--- config.mk ---
export PLATFORM = sky130hd
export DESIGN_NAME = relu_quant_pool
export DESIGN_NICKNAME = d
export VERILOG_FILES = /design/src/rtl/relu_quant_pool.sv
export SDC_FILE = /design/constraint.sdc
export NUM_CORES = 1
export LEC_CHECK = 0
export ABC_AREA = 1
export CORE_UTILIZATION = 65
export DETAILED_ROUTE_END_ITERATION = 8
export PLACE_DENSITY_LB_ADDON = 0.15
export SKIP_CTS_REPAIR_TIMING = 1
export SYNTH_ARGS = -nofsm -noshare
export SYNTH_HDL_FRONTEND = slang
export SYNTH_SLANG_ARGS = --single-unit
--- constraint.sdc ---
create_clock -name clk -period 8.6 [get_ports clk]
set_input_delay 1.29 -clock clk [delete_from_list [all_inputs] [get_ports clk]]
set_output_delay 1.29 -clock clk [all_outputs]
set_load 0.01 [all_outputs]
--- src/rtl/relu_quant_pool.sv ---
// ReLU + rounding requantisation + saturation, then 2x2 stride-2 max pooling over a raster stream.
// Define RELU_QUANT_POOL_BYPASS_EN to drop pooling and forward every quantised pixel.
module relu_quant_pool #(
  parameter int unsigned WDP_Q       = 17,
  parameter int unsigned WDP         = 9,
  parameter int unsigned QUANT_SHIFT = 4,
  parameter int unsigned FM_W        = 24,
  parameter int unsigned FM_H        = 24
) (
  input  logic                    clk,
  input  logic                    rstn,
  input  logic                    clr,
  input  logic                    d_en,
  input  logic signed [WDP_Q-1:0] d,
  output logic                    q_en,
  output logic [WDP-1:0]          q,
  output logic                    frame_done
);

  if ((FM_W % 2) != 0 || FM_W < 2 || (FM_H % 2) != 0 || FM_H < 2 || QUANT_SHIFT == 0)
  begin : gen_param_err
    $error("relu_quant_pool: FM_W/FM_H must be even and >= 2, QUANT_SHIFT must be >= 1");
  end

  localparam int unsigned ColW = (FM_W > 2) ? $clog2(FM_W) : 1;
  localparam int unsigned RowW = (FM_H > 2) ? $clog2(FM_H) : 1;

  localparam logic [WDP_Q:0] RndAdd  = (WDP_Q+1)'(1) << (QUANT_SHIFT - 1);
  localparam logic [WDP_Q:0] MaxWide = (WDP_Q+1)'((1 << (WDP - 1)) - 1);
  localparam logic [WDP-1:0] MaxQ    = WDP'((1 << (WDP - 1)) - 1);

  logic [WDP_Q:0]  rnd, shifted;
  logic [WDP-1:0]  quant;
  logic            v1_d, v1_q;
  logic [WDP-1:0]  val_d, val_q;
  logic [ColW-1:0] col_d, col_q;
  logic [RowW-1:0] row_d, row_q;
  logic            col_last, row_last;
  logic [WDP-1:0]  out_d, out_q;
  logic            out_en_d, out_en_q;
  logic            fd_d, fd_q;

  // Rounding add is done one bit wider so the largest positive input cannot wrap.
  always_comb begin
    rnd     = {1'b0, d} + RndAdd;
    shifted = rnd >> QUANT_SHIFT;
    if (d[WDP_Q-1]) begin
      quant = '0;
    end else if (shifted > MaxWide) begin
      quant = MaxQ;
    end else begin
      quant = shifted[WDP-1:0];
    end
  end

  always_comb begin
    v1_d  = d_en & ~clr;
    val_d = (d_en & ~clr) ? quant : val_q;
  end

  assign col_last = (col_q == ColW'(FM_W - 1));
  assign row_last = (row_q == RowW'(FM_H - 1));

  // Counters track the position of the pixel currently held in stage 1.
  always_comb begin
    col_d = col_q;
    row_d = row_q;
    if (clr) begin
      col_d = '0;
      row_d = '0;
    end else if (v1_q) begin
      if (col_last) begin
        col_d = '0;
        row_d = row_last ? '0 : row_q + 1'b1;
      end else begin
        col_d = col_q + 1'b1;
      end
    end
  end

`ifdef RELU_QUANT_POOL_BYPASS_EN
  always_comb begin
    out_d    = out_q;
    out_en_d = 1'b0;
    fd_d     = 1'b0;
    if (!clr && v1_q) begin
      out_d    = val_q;
      out_en_d = 1'b1;
      fd_d     = row_last && col_last;
    end
  end
`else
  localparam int unsigned LbW = (ColW > 1) ? ColW - 1 : 1;
  localparam int unsigned LbD = FM_W / 2;

  logic [WDP-1:0] hold_d, hold_q;
  logic [WDP-1:0] lb_q [LbD];
  logic [LbW-1:0] lb_idx;
  logic [WDP-1:0] lb_rd, pair_max;
  logic           lb_we;

  always_comb begin
    lb_idx   = LbW'(col_q >> 1);
    lb_rd    = lb_q[lb_idx];
    pair_max = (hold_q > val_q) ? hold_q : val_q;
    hold_d   = hold_q;
    lb_we    = 1'b0;
    out_d    = out_q;
    out_en_d = 1'b0;
    fd_d     = 1'b0;
    if (clr) begin
      hold_d = '0;
    end else if (v1_q) begin
      if (!col_q[0]) begin
        hold_d = val_q;
      end else if (!row_q[0]) begin
        lb_we = 1'b1;
      end else begin
        out_d    = (pair_max > lb_rd) ? pair_max : lb_rd;
        out_en_d = 1'b1;
        fd_d     = row_last && col_last;
      end
    end
  end

  always_ff @(posedge clk or negedge rstn) begin
    if (!rstn) begin
      hold_q <= '0;
    end else begin
      hold_q <= hold_d;
    end
  end

  // Even rows always fill an entry before the odd row reads it, so no reset is needed.
  always_ff @(posedge clk) begin
    if (lb_we) begin
      lb_q[lb_idx] <= pair_max;
    end
  end
`endif

  always_ff @(posedge clk or negedge rstn) begin
    if (!rstn) begin
      v1_q     <= 1'b0;
      val_q    <= '0;
      col_q    <= '0;
      row_q    <= '0;
      out_q    <= '0;
      out_en_q <= 1'b0;
      fd_q     <= 1'b0;
    end else begin
      v1_q     <= v1_d;
      val_q    <= val_d;
      col_q    <= col_d;
      row_q    <= row_d;
      out_q    <= out_d;
      out_en_q <= out_en_d;
      fd_q     <= fd_d;
    end
  end

  assign q          = out_q;
  assign q_en       = out_en_q;
  assign frame_done = fd_q;

endmodule
==> results.yml, run 1 <==
routing:
  dr.pass1.iters: 5
  vias: 5407
  drt-initial-drc-count: 568
  drt-total-wl_um: 15700
  ant_nets: 0
  post_drt_wl_per_cell_um: 16.6
  routed_via_density: 5.73
  drc: 0
placed_design:
  gp_congestion: 0.900
  place_inst: 912
  pre_cts_ws_ns: 4.73
  io_buffers: 28
  dp_hpwl_um: 10300
sta:
  rsz0062_at_grt: "false"
  slew_headroom_pct: 38.1
  fin_setup_tns_ns: 0
  hold_viol: 0
  tightest_slew_ns: 0.925
  fin_ws_ns: 4.79
  hold_slack_ns: 0.481
  final-max-slew-violation-count: 0
  max_freq_mhz: 262
  fin_worst_skew_ns: 0.00774
  setup_viol: 0
  min_period_ns: 3.81
  min_period_over_period_pct: 44.4
pwr:
  p_sw_share_pct: 26.6
  pwr-share-comb_pct: 14.2
  pwr-share-seq_pct: 47.0
  max-vdd-ir-drop_mv: 0.139
  power_mw: 1.80
  p_switching_mw: 0.478
  p_leak_nw: 3.53
  power_density_nw_per_um2: 225
  p_clk_share_pct: 38.7
  p_int_mw: 1.32
clocking:
  cts_sinks: 148
  clockRootBuffer: "clkbuf_8"
  clkTransAtPathRegs_ns: 0.06
  htree_levels: 4
  cts_tree: "yes"
  numCtsBuffers: 17
  worstSkewPairLatency_ns: 0.53
  cts_buffer_depth: 2
floorplanning:
  initial_core_util_pct: 67.9
  die_h_um: 107
  dieWidth_um: 107
  core_area_um2: 10500
  io_pins: 32
  row_count: 37
  dieArea_um2: 11300
yosys:
  yosys.area.top_type_share_pct: 45.7
  synth_cell_type_count: 33
  syn_avg_cell_area_um2: 9.31
  yosysWarnings: 0
  synthesis.nets: 805
  ys_top_cells_by_area: "edfxtp_1, nand2_1, dfrtp_1"
  netlist_area_um2: 7100
  netlist_instances: 763
  seq_area_frac_synth_pct: 59.8
  synth_seq_cells: 148
  synth_edf_count: 108
  synth_ff_type: "edfxtp_1"
  yosysTopAreaCell: "edfxtp_1"
  async_flop_share_pct: 27.0
cells_and_area:
  area_growth_pct: 12.4
  drive_gt1_share_pct: 7.31
  n_antenna_cell: 0
  fill_cells: 711
  finalNonFillerCells: 943
  nNetsFinal: 837
global_routing:
  antenna_found_initial: 0
  grt_max_degree: 49
  track_usage_pct: 30.3
  first_global_vias: 5262
  grt-ovfl-total: 0
  grt_pass1_wl_um: 25600
flow_run:
  drv_cap: 0
hold_path:
  hp-class: "reg2reg"
status:
  status: "complete, no violations"
worst_setup_path:
  critPathLaunchType: "register"
  worstSetupPathType: "reg2reg"
  arrival_ns: 4.28
  end_kind: "register"
  worstPathRequired_ns: 9.06
  path_max_fanout: 13
-- per-layer routing --
layer | GRT usage, % | vias up | part of all wire [%]
met2 | 50.8 | 263 | 50
met1 | 38.5 | 2540 | 40
li1 | - | 2564 | -
met5 | 0 | - | 0
met3 | 5.21 | 40 | 7.3
met4 | 14.3 | 0 | 2.9
-- worst paths after layout --
check / end / cells after the start / slack [ns] / from
max: q[5] / 18 / 4.79 / val_q[8]
min: q[7] / 2 / 0.48 / q[7]
max reg2reg: q[5] / 18 / 4.79 / val_q[8]
min reg2reg: q[7] / 2 / 0.48 / q[7]
max in group asynchronous: col_q[1] / 1 / 7.17 / rstn
min in group asynchronous: q[5] / 1 / 0.88 / rstn
-- layout by cell type, fill, tap and decap left out, types with 2 or more instances in the layout --
master	n
clkinv_2	5
buf_4	5
nor3_1	6
nand2_2	2
inv_6	2
nor2_2	10
dfrtp_1	40
inv_1	47
a21oi_1	16
bufinv_16	2
xor2_1	7
nand3b_1	3
clkinv_4	2
nand4_1	3
edfxtp_1	108
o21ai_2	2
o21ai_0	13
nand2_1	346
clkbuf_16	16
ha_1	21
nand3_1	60
clkinvlp_4	2
nor2_1	39
inv_2	4
nand3_2	2
nor4_1	3
clkdlybuf4s50_1	27
-- metrics by stage --
stage	util, %	instance area (um^2)
after floorplan	-	7100
after global placement	71.0	7430
after detailed placement	71.0	7430
after CTS	76.3	7980
after global routing	76.3	7980
final	76.3	7980
-- worst max-delay path: stages (launching register included) --
cell and delay (ns):
dfrtp_1 0.38, inv_1 0.08, ha_1 0.31, nand2_1 0.09
nor2_1 0.27, nand3b_1 0.14, nand3_2 0.20, nand2_2 0.16
nand2_1 0.11, nand2_1 0.39, ha_1 0.48, nand3_1 0.07
nor2_1 0.14, nand3_1 0.11, nand2_2 0.20, clkinv_1 0.27
nand3_1 0.18, nand2_1 0.07, nand2_1 0.07
-- power by group through the flow --
stage                     combinational (mW)  sequential (mW)  clock, mW
after CTS                              0.252            0.844      0.701
after floorplan                        0.145            0.859          0
after detailed placement               0.249            0.858          0
after global placement                 0.235            0.857          0
final                                  0.255            0.845      0.696
after global routing                   0.282            0.847      0.730
-- flip-flops by register name, summed over array words and instances, names as in the netlist --
register    cells
frame_done      1
col_q           5
lb_q          108
row_q           5
hold_q          9
val_q           9
q               9
q_en            1
v1_q            1
-- logic make-up (layout without fill, tap and decap cells) --
logic type,Yosys count,count (layout),share of synthesized area (%)
AND/OR/NAND/NOR,477,477,27.8
XOR/XNOR,8,8,0.987
AO/OA/AOI/OAI,37,37,2.87
adder cells (fa/ha/maj),21,21,3.70
flip-flops,148,148,59.8
buffers and inverters,72,116,4.92
-- synth_stat cells (2+ instances only) --
cell type	count
nand4_1	3
nor2_1	39
clkbuf_1	2
inv_1	47
nand2_2	2
inv_2	4
buf_2	9
nand3_1	60
o21ai_0	13
edfxtp_1	108
o21ai_2	2
nand3_2	2
buf_6	9
ha_1	21
nand3b_1	3
nor4_1	3
a21oi_1	16
nand2_1	346
nor2_2	10
xor2_1	7
dfrtp_1	40
nor3_1	6
-- area by class of cell --
class	instances	area [um^2]	share of cell area, %
clock inverter	13	135	1.69
inverter	52	195	2.44
clock buffer	18	418	5.23
tap	136	170	2.13
timing repair buffer	33	313	3.92
sequential	148	4240	53.2
multi-input combinational	543	2510	31.4
Note: power is estimated with default switching activity, not from simulation.
==> run 2: changes to the inputs <==
--- a/config.mk
+++ b/config.mk
@@ -6,7 +6,7 @@
 export NUM_CORES = 1
 export LEC_CHECK = 0
 export ABC_AREA = 1
-export CORE_UTILIZATION = 65
+export CORE_UTILIZATION = 55
 export DETAILED_ROUTE_END_ITERATION = 8
 export PLACE_DENSITY_LB_ADDON = 0.15
 export SKIP_CTS_REPAIR_TIMING = 1
==> constraint.sdc (replaced) <==
create_clock -name clk -period 3.05 [get_ports clk]
set_input_delay 0.4575 -clock clk [delete_from_list [all_inputs] [get_ports clk]]
set_output_delay 0.4575 -clock clk [all_outputs]
set_load 0.01 [all_outputs]
==> run 2 against run 1 <==
  * The flow now finishes with violations (DRC)
  * Routed wire length increased by 1.0%
  * First-iteration DRC count decreased by 20%
  * Power increased to 2.8 times the previous value
  * Combinational power increased to 3.2 times the previous value
  * Largest cell class unchanged
==> results.yml, run 2 (synthesized netlist as in run 1, its figures left out) <==
status:
  violations: "DRC"
  status: "complete, but fails checks"
worst_setup_path:
  worstSetupPathType: "reg2reg"
  r2r_cells: 21
  arrival_ns: 3.23
  max_stage_delay_ns: 0.37
  crit_cells: 21
  end_kind: "register"
  crit_chain: "inv_1 -> ha_1 -> nand2_2 -> a21oi_1 -> nor2_2 -> nand3_4 -> buf_4 -> nand3_1 -> nand2_1 -> ha_1 -> nand2_1 -> inv_1 -> nand2_1 -> nand2_1 -> nand2_1 -> nand3_2 -> nand2_4 -> buf_4 -> a21oi_1 -> nand2_1 -> nand2_1"
  worstPathRequired_ns: 3.37
  cp_common_cell: "nand2_1"
  path_max_fanout: 7
  cp_num_buf_inv: 4
  critPathLaunchType: "register"
  crit_family: "simple AND/OR/NAND/NOR gates"
  slowest_stage: "dfrtp_1"
sta:
  setup_viol: 0
  fin_worst_skew_ns: 0.00744
  slew_headroom_pct: 40.1
  hold_viol: 0
  max_freq_mhz: 344
  final-max-slew-violation-count: 0
  min_period_over_period_pct: 95.3
  rsz0062_at_grt: "true"
  hold_slack_ns: 0.154
  min_period_ns: 2.91
  fin_ws_ns: 0.143
  tightest_slew_ns: 0.899
pwr:
  power_density_nw_per_um2: 610
  p_leak_nw: 3.70
  max-vdd-ir-drop_mv: 0.331
cells_and_area:
  fill_cells: 979
  largest_register_ffs: 108
  area_growth_pct: 18.1
  final_common_cell: "nand2_1"
  nNetsFinal: 871
  drive_gt1_share_pct: 12.8
  n_antenna_cell: 0
  layout_common_cells: "nand2_1, edfxtp_1, nand3_1, inv_1, dfrtp_1"
  finalNonFillerCells: 1014
  largest-register: "lb_q"
routing:
  routed_via_density: 5.29
  post_drt_wl_per_cell_um: 15.6
  ant_nets: 0
  vias: 5369
  dr.pass1.iters: 7
  drc: 2
  drt-total-wl_um: 15800
  drt-initial-drc-count: 453
clocking:
  worstSkewPairLatency_ns: 0.43
  clkTransAtPathRegs_ns: 0.06
  cts_buffer_depth: 2
  cts_sinks: 148
  htree_levels: 4
  numCtsBuffers: 17
  clockRootBuffer: "clkbuf_16"
  cts_tree: "yes"
placed_design:
  place_inst: 976
  gp_congestion: 0.909
  io_buffers: 28
  pre_cts_ws_ns: 0.0710
  dp_hpwl_um: 10600
floorplanning:
  core_area_um2: 12600
  die_h_um: 116
  dieArea_um2: 13400
  row_count: 41
  io_pins: 32
  dieWidth_um: 116
  initial_core_util_pct: 56.3
global_routing:
  grt-ovfl-total: 0
  antenna_found_initial: 0
  first_global_vias: 5194
  grt_max_degree: 41
  grt_pass1_wl_um: 25000
  track_usage_pct: 25.4
hold_path:
  hp-class: "in2async"
flow_run:
  drv_cap: 0
## run 2: metal layers
metal,up-vias,GRT usage [%],routed length [um]
met5,-,0,0
met4,0,12.4,512
met3,34,5.28,804
met2,140,43.4,7880
met1,2552,31.0,6650
li1,2643,-,-
## run 2: per-stage QoR
step / power, mW / setup TNS, ns / cell area, um^2 / utilization, %
2_1_floorplan: 2.83 / 0 / 7100 / -
3_3_place_gp: 3.14 / 0 / 7710 / 61.1
3_5_place_dp: 3.17 / 0 / 7710 / 61.1
4_1_cts: 5.07 / 0 / 8250 / 65.4
5_1_grt: 5.33 / -0.244 / 8390 / 66.5
6_report: 5.12 / 0 / 8390 / 66.5
## run 2: worst paths after layout
check                           slack [ns]        to     start
min in group clk                      0.49      q[0]      q[0]
worst min-delay path                  0.15      q[2]      rstn
worst min register to register        0.49      q[0]      q[0]
max in group asynchronous             2.27  val_q[3]      rstn
worst max register to register        0.14      q[0]  val_q[8]
worst max-delay path                  0.14      q[0]  val_q[8]
## run 2: layout make-up
class	instances	area, um^2	share of cell area (%)
sequential	148	4250	50.6
multi-input combinational	543	2590	30.9
timing repair buffer	66	586	6.98
clock buffer	18	429	5.12
tap	172	215	2.57
inverter	52	199	2.37
clock inverter	14	113	1.34
timing repair inverter	1	7.51	0.0895
## run 2: report_power, final
group | internal (mW) | total [mW] | switching, mW
Combinational | 0.314 | 0.821 | 0.507
Clock | 1.11 | 1.91 | 0.803
Sequential | 2.32 | 2.38 | 0.0629
Total | 3.74 | 5.12 | 1.37
